## config.mk

```make
export PLATFORM = sky130hd
export DESIGN_NAME = if_fetch
export DESIGN_NICKNAME = d
export VERILOG_FILES = /design/src/rtl/if_fetch.sv
export SDC_FILE = /design/constraint.sdc
export NUM_CORES = 1
export LEC_CHECK = 0
export BUFFER_PORTS_ARGS = -buffer_cell sky130_fd_sc_hd__buf_4
export CORE_ASPECT_RATIO = 0.75
export CORE_MARGIN = 2
export CORE_UTILIZATION = 40
export DETAILED_ROUTE_END_ITERATION = 12
export PLACE_DENSITY = 0.7
export RECOVER_POWER = 50
export SLEW_MARGIN = 20
export SYNTH_ARGS = -nofsm -noshare
export SYNTH_HDL_FRONTEND = slang
export SYNTH_SLANG_ARGS = --single-unit
```

## constraint.sdc

```tcl
create_clock -name clk -period 2.9 [get_ports clk]
set_input_delay 0 -clock clk [delete_from_list [all_inputs] [get_ports clk]]
set_output_delay 0 -clock clk [all_outputs]
set_load 0.02 [all_outputs]
```

## src/rtl/if_fetch.sv

```systemverilog
// ---------------------------------------------------------------------------
// if_fetch
//
// Instruction-fetch stage. Holds the fetch PC, runs a single-outstanding
// request/response handshake to instruction memory, and owns the IF/ID
// output register. A one-entry skid buffer catches a response that lands
// while decode is stalled. A taken branch or jump from EX (pcsel_i) redirects
// the PC, squashes the IF/ID register and skid, and discards any response
// still in flight.
//
// Ports
//   clk, rst         core clock, synchronous active-high reset
//   pcsel_i          0: sequential PC+4, 1: redirect to alu_target_i
//   alu_target_i     redirect target (low two bits ignored)
//   stall_i          decode cannot accept; hold IF/ID
//   imem_req_o       fetch request valid
//   imem_addr_o      fetch address (word aligned)
//   imem_gnt_i       request accepted this cycle
//   imem_rvalid_i    response valid (never in the grant cycle)
//   imem_rdata_i     instruction word
//   pc_o, inst_o     IF/ID register contents
//   inst_valid_o     inst_o is a real instruction
//   flush_o          squash the instruction entering ID/EX (combinational)
// ---------------------------------------------------------------------------
module if_fetch #(
    parameter logic [31:0] RESET_PC = 32'h0000_0000,
    parameter logic [31:0] NOP_INST = 32'h0000_0013
) (
    input  logic        clk,
    input  logic        rst,
    input  logic        pcsel_i,
    input  logic [31:0] alu_target_i,
    input  logic        stall_i,
    output logic        imem_req_o,
    output logic [31:0] imem_addr_o,
    input  logic        imem_gnt_i,
    input  logic        imem_rvalid_i,
    input  logic [31:0] imem_rdata_i,
    output logic [31:0] pc_o,
    output logic [31:0] inst_o,
    output logic        inst_valid_o,
    output logic        flush_o
);

    typedef enum logic [1:0] {
        IDLE = 2'd0,
        REQ  = 2'd1,
        WAIT = 2'd2,
        DROP = 2'd3
    } state_t;

    state_t      state_reg, state_next;
    logic [31:0] fetch_pc_reg, fetch_pc_next;
    logic [31:0] req_pc_reg, req_pc_next;
    logic        skid_valid_reg, skid_valid_next;
    logic [31:0] skid_pc_reg, skid_pc_next;
    logic [31:0] skid_inst_reg, skid_inst_next;
    logic [31:0] out_pc_reg, out_pc_next;
    logic [31:0] out_inst_reg, out_inst_next;
    logic        out_valid_reg, out_valid_next;

    logic        redirect;
    logic [31:0] target;
    logic        grant;
    logic        deliver;
    logic        unused_target_bits;

    assign redirect = pcsel_i;
    assign target   = {alu_target_i[31:2], 2'b00};
    assign unused_target_bits = ^alu_target_i[1:0];

    // A full skid blocks new requests, so a delivery can never find the
    // skid already occupied.
    assign imem_req_o  = (state_reg == REQ) & ~skid_valid_reg;
    assign imem_addr_o = fetch_pc_reg;
    assign grant       = imem_req_o & imem_gnt_i;
    // Only a response in WAIT without a concurrent redirect is kept; in DROP
    // (or on a redirect) the data belongs to the wrong path.
    assign deliver     = (state_reg == WAIT) & imem_rvalid_i & ~redirect;

    assign flush_o      = pcsel_i & ~rst;
    assign pc_o         = out_pc_reg;
    assign inst_o       = out_inst_reg;
    assign inst_valid_o = out_valid_reg;

    always_ff @(posedge clk) begin
        if (rst) begin
            state_reg      <= IDLE;
            fetch_pc_reg   <= RESET_PC;
            req_pc_reg     <= RESET_PC;
            skid_valid_reg <= 1'b0;
            skid_pc_reg    <= RESET_PC;
            skid_inst_reg  <= NOP_INST;
            out_pc_reg     <= RESET_PC;
            out_inst_reg   <= NOP_INST;
            out_valid_reg  <= 1'b0;
        end else begin
            state_reg      <= state_next;
            fetch_pc_reg   <= fetch_pc_next;
            req_pc_reg     <= req_pc_next;
            skid_valid_reg <= skid_valid_next;
            skid_pc_reg    <= skid_pc_next;
            skid_inst_reg  <= skid_inst_next;
            out_pc_reg     <= out_pc_next;
            out_inst_reg   <= out_inst_next;
            out_valid_reg  <= out_valid_next;
        end
    end

    // Fetch FSM and PC update
    always_comb begin
        state_next    = state_reg;
        fetch_pc_next = fetch_pc_reg;
        req_pc_next   = req_pc_reg;

        case (state_reg)
            IDLE: state_next = REQ;
            REQ: begin
                if (grant) begin
                    req_pc_next   = fetch_pc_reg;
                    fetch_pc_next = fetch_pc_reg + 32'd4;
                    state_next    = redirect ? DROP : WAIT;
                end
            end
            WAIT: begin
                if (imem_rvalid_i) begin
                    state_next = REQ;
                end else if (redirect) begin
                    state_next = DROP;
                end
            end
            DROP: begin
                if (imem_rvalid_i) begin
                    state_next = REQ;
                end
            end
            default: state_next = IDLE;
        endcase

        // Redirect target wins over the sequential increment.
        if (redirect) begin
            fetch_pc_next = target;
        end
    end

    // IF/ID register and skid buffer
    always_comb begin
        skid_valid_next = skid_valid_reg;
        skid_pc_next    = skid_pc_reg;
        skid_inst_next  = skid_inst_reg;
        out_pc_next     = out_pc_reg;
        out_inst_next   = out_inst_reg;
        out_valid_next  = out_valid_reg;

        if (redirect) begin
            out_valid_next  = 1'b0;
            out_inst_next   = NOP_INST;
            skid_valid_next = 1'b0;
        end else if (deliver) begin
            if (!out_valid_reg || !stall_i) begin
                out_pc_next    = req_pc_reg;
                out_inst_next  = imem_rdata_i;
                out_valid_next = 1'b1;
            end else begin
                skid_valid_next = 1'b1;
                skid_pc_next    = req_pc_reg;
                skid_inst_next  = imem_rdata_i;
            end
        end else if (!stall_i) begin
            if (skid_valid_reg) begin
                out_pc_next     = skid_pc_reg;
                out_inst_next   = skid_inst_reg;
                out_valid_next  = 1'b1;
                skid_valid_next = 1'b0;
            end else begin
                // pc_o deliberately holds its last value
                out_valid_next = 1'b0;
                out_inst_next  = NOP_INST;
            end
        end
    end

endmodule

```

Word-level counts from Yosys, hierarchy flattened
Index checks and enable logic that the tools add are counted.
- register bits after elaboration: 196
- bits of input ports: 70
- logic and storage cells: 68
- add/subtract/negate cells: 1
- eq/ne operators: 9
- muxes and demuxes: 24
- bitwise operators: 9
- reductions and logical operators: 15
- operators with widths (kind ; number):
    32-bit two-way mux ; 11
    32-bit by 3-bit adder with 32-bit output (second input constant) ; 1
    1-bit two-way mux ; 8
    2-bit two-way mux ; 4
    2-bit one-hot mux with 4 select lines ; 1
    2-bit AND reduction ; 4
    2-bit != test (second input constant) ; 3
    3-bit AND reduction ; 2
    2-bit nonzero test ; 3
    1-bit bitwise AND ; 5
    2-bit equality test (second input constant) ; 2
    2-bit by 1-bit != test with 1-bit output (second input constant) ; 2
    1-bit inverter ; 4
    4-bit AND reduction ; 1
    3-bit != test (second input constant) ; 1
    2-bit by 1-bit equality test with 1-bit output (second input constant) ; 1
    1-bit logical NOT ; 2
    2-bit logical NOT ; 1
    2-bit OR reduction ; 1
    1-bit logical OR ; 1

Logic depth before layout (Yosys ltp)
- depth after elaboration: 6
- mapped depth: 8
- depth with buffers taken out: 6

Worst setup path before layout
Ideal clock, no wire load.
- path kind: register to register
- start point: register fetch_pc_reg[2] (netlist: imem_addr_o[2])
- end point: register fetch_pc_reg[20] (netlist: imem_addr_o[20])
- setup time: 0.091 ns
- arrival time: 2.122 ns
- required time: 2.809 ns
- setup slack: 0.687 ns
- stages on the path, launching flop included: 7
- path buffers: 1
- clock period less this slack: 2.213 ns
- path through: dfxtp_1 > ha_1 > nand4_1 > or3_1 > clkbuf_2 > or4_1 > a311oi_1
- longest elaborated chain between the ends: 4
- ends and longest elaborated chain (item ; RTL line ; RTL):
    start: declaration ; 53 ; logic [31:0] fetch_pc_reg, fetch_pc_next;
    start signal: assignment ; 99 ; fetch_pc_reg <= fetch_pc_next;
    32-bit by 3-bit adder with 32-bit output ; 121 ; fetch_pc_next = fetch_pc_reg + 32'd4;
    32-bit two-way mux ; 119 ; if (grant) begin
    32-bit two-way mux ; 116 ; case (state_reg)
    32-bit two-way mux ; 141 ; if (redirect) begin
No other way between the ends. The select of a mux whose other input is x is not followed.
A chain may end at the register's enable or synchronous reset.

Final worst setup path
- start point: register state_reg[0]
- end point: register fetch_pc_reg[25] (netlist: imem_addr_o[25])
- longest elaborated chain between the ends: 5
- elaborated cells between the ends (all ways): 6
- those cells by class: 1 x eq/ne; 2 x bitwise; 3 x reduce/logical
- ends and longest elaborated chain (item ; RTL line ; RTL):
    start: declaration ; 52 ; state_t state_reg, state_next;
    start signal: assignment ; 98 ; state_reg <= state_next;
    2-bit by 1-bit equality test with 1-bit output * ; 74, 116 ;
    1-bit bitwise AND ; 74 ; assign imem_req_o = (state_reg == REQ) & ~skid_valid_reg;
    1-bit bitwise AND ; 76 ; assign grant = imem_req_o & imem_gnt_i;
    2-bit nonzero test (no source line) ; n/a ;
    2-bit AND reduction (no source line) * ; n/a ;
Every way passes the cells marked *; elsewhere a longest branch is shown, timed or not.

==> flow_summary.ini <==
[detailed_routing]
ant_nets = 0
first_pass_iters = 5
drt-initial-drc-count = 723
vias_per_cell = 5.397
vias = 7863
wl_um = 23270
wl_per_cell_um = 15.97
drc = 0

[timing]
fmax_mhz = 377.3
min_period_ns = 2.651
rsz0062_at_grt = false
fin_crit_sh_pct = 91.40
tightest_slew_ns = 1.068
clock_skew_ns = 0.01355
setup_violations = 0
drv_slew = 0
slew_headroom_pct = 28.64
whs_ns = 0.01947
tns_ns = 0
hold_violations = 0

[floorplanning]
die_w_um = 166.2
rows = 44
initial_core_util_pct = 40.82
pin_count = 169
chipHeight_um = 125.6
core-area_um2 = 19320
die_area_um2 = 20870

[placement]
dpl.hpwl_um = 14590
gp_congestion = 0.8764
placed_cells = 1357
portBuffers = 162

[clocking]
ctsHtreeMaxLevel = 4
root_buffer = clkbuf_16
path_clk_slew_ns = 0.07
clock_path_buffers = 2
cts_tree = yes
clkSinkCount = 188
clkLatencyLatePin_ns = 0.43
cts_made_buffers = 17

[hold_path]
hp-class = input pin to flip-flop

[yosys]
synth_area_leaders = dfxtp_1, nand2_1, a311oi_1
dominantRegCellSynth = dfxtp_1
synth-seq-cells = 188
synth.distinct_cells = 51
ys_async_sr_fraction_pct = 0
synth.avg_cell_area_um2 = 7.842
synth_area_leader_cell = dfxtp_1
synthCells = 1006
ys_seq_area_share_pct = 47.71
yosysWarningCount = 0
yosys.area.top_type_share_pct = 47.71
synth_commonest_cells = nand2_1, dfxtp_1, a21oi_1
synth.most_common_cell = nand2_1
synth_edf_count = 0
netlist_area_um2 = 7889

[layout]
drive_gt1_share_pct = 10.88
layout.nets = 1265
stdcell_count = 1457
synthToLayoutAreaGrowth_pct = 30.04
diodes = 0

[global_routing]
gr-total-overflow = 0
grt-busiest-layer = met2
met2_usage_pct = 35.17
antenna_found_initial = 0
use_met1_pct = 29.75
first_global_vias = 7220
grt_use_met3_pct = 4.588
grt_max_degree = 79
track_usage_pct = 21.75
grt_pass1_wl_um = 37320

[status]
status = finished, final reports clean

[critical_path]
crit_type = flip-flop to flip-flop
cpMaxStageDelayCell = dlygate4sd3_1
cp_max_fo = 8
crit_chain = ha_1, nand3b_1, nor4_1, buf_4, a211oi_1, a2111oi_0, dlygate4sd3_1
crit_path_max_incr_delay_ns = 0.61
arrival_ns = 3.02
critPathCaptureType = flip-flop
critPathLaunchType = flip-flop
crit_required_ns = 3.27

[power]
power_density_nw_per_um2 = 591.6
finalPower_mw = 6.069
p_leak_nw = 3.408
peakVddDrop_v = 0.0003715

[flow_run]
maxCapViolations = 0
-- placed cells by master, fill, tap and decap left out, types with 9 or more instances in the layout --
cell type | netlist | layout
a311oi_1 | 66 | 66
nor2_1 | 89 | 88
a211oi_1 | 16 | 16
nand2_1 | 291 | 291
nand3_1 | 36 | 35
inv_1 | 11 | 11
nand3b_1 | 9 | 9
a21oi_1 | 94 | 94
clkbuf_1 | 70 | 94
dlygate4sd3_1 | 0 | 68
buf_4 | 4 | 84
clkbuf_16 | 0 | 17
nand4_1 | 14 | 14
dfxtp_1 | 188 | 188
-- critical path, delay by kind of cell, from the launching register on --
kind / cells / cell delay [ns]
DFF: 1 / 0.39
and+or+nand+nor: 2 / 0.65
buffers and inverters: 2 / 0.81
adders and majority gates: 1 / 0.33
AOI/OAI and AO/OA: 2 / 0.42
-- power breakdown --
group | internal (mW) | switching, mW | leakage, nW | total [mW]
clock network | 1.25 | 1.16 | 0.295 | 2.42
registers | 2.69 | 0.121 | 1.53 | 2.81
logic | 0.311 | 0.529 | 1.59 | 0.840
-- layer usage --
layer	wire [um]	share of wire [%]
met1	10870	47
met2	10600	46
met3	1496	6.4
met4	296	1.3
met5	0	0
-- stage by stage --
stage	setup WS (ns)	area (um^2)	util, %
global placement	0.5302	9298	48.12
global route	0.01110	10260	53.09
CTS	0.06859	10600	54.84
finish	0.2493	10260	53.09
detailed placement	0.4500	9298	48.12
floorplan	0.6870	7900	-
-- cells by family (layout without fill, tap and decap cells) --
group           Yosys count  count (layout)  synth area share, %
xor+xnor                  9               9               0.9993
compound gates          216             216                18.68
fa+ha+maj                 4               4               0.6344
buf+inv                  98             293                5.012
other cells               1               4              0.04754
simple gates            490             490                26.92
flops                   188             188                47.71
-- layout make-up --
| type | instances | area (um^2) |
|---|---|---|
| timing repair buffer | 250 | 1714 |
| fill | 1907 | 9065 |
| tap | 253 | 316.6 |
| clock buffer | 17 | 425.4 |
| inverter | 11 | 41.29 |
| multi-input combinational | 723 | 3805 |
| clock inverter | 15 | 192.7 |
| sequential | 188 | 3764 |
-- path summary, 6_finish.rpt --
check	from	end	slack, ns	cells past startpoint
min reg2reg	skid_pc_reg[26]$_SDFFE_PP0P_	skid_pc_reg[26]$_SDFFE_PP0P_	0.45	2
max reg2reg	state_reg[0]$_SDFFE_PP0P_	imem_addr_o[25]$_SDFFE_PP0P_	0.25	7
max	state_reg[0]$_SDFFE_PP0P_	imem_addr_o[25]$_SDFFE_PP0P_	0.25	7
min	rst	req_pc_reg[23]$_SDFFE_PP0P_	0.02	2
-- timing repair --
item | 4_1_cts | 5_1_grt
buffers inserted | 0 | 0
hold buffers | 68 | 0
gates resized for setup | 0 | 3
setup endpoints to repair | 0 | 2
endpoints found under the hold margin | 96 | 0
No activity file was read; power rests on OpenSTA's default activity.
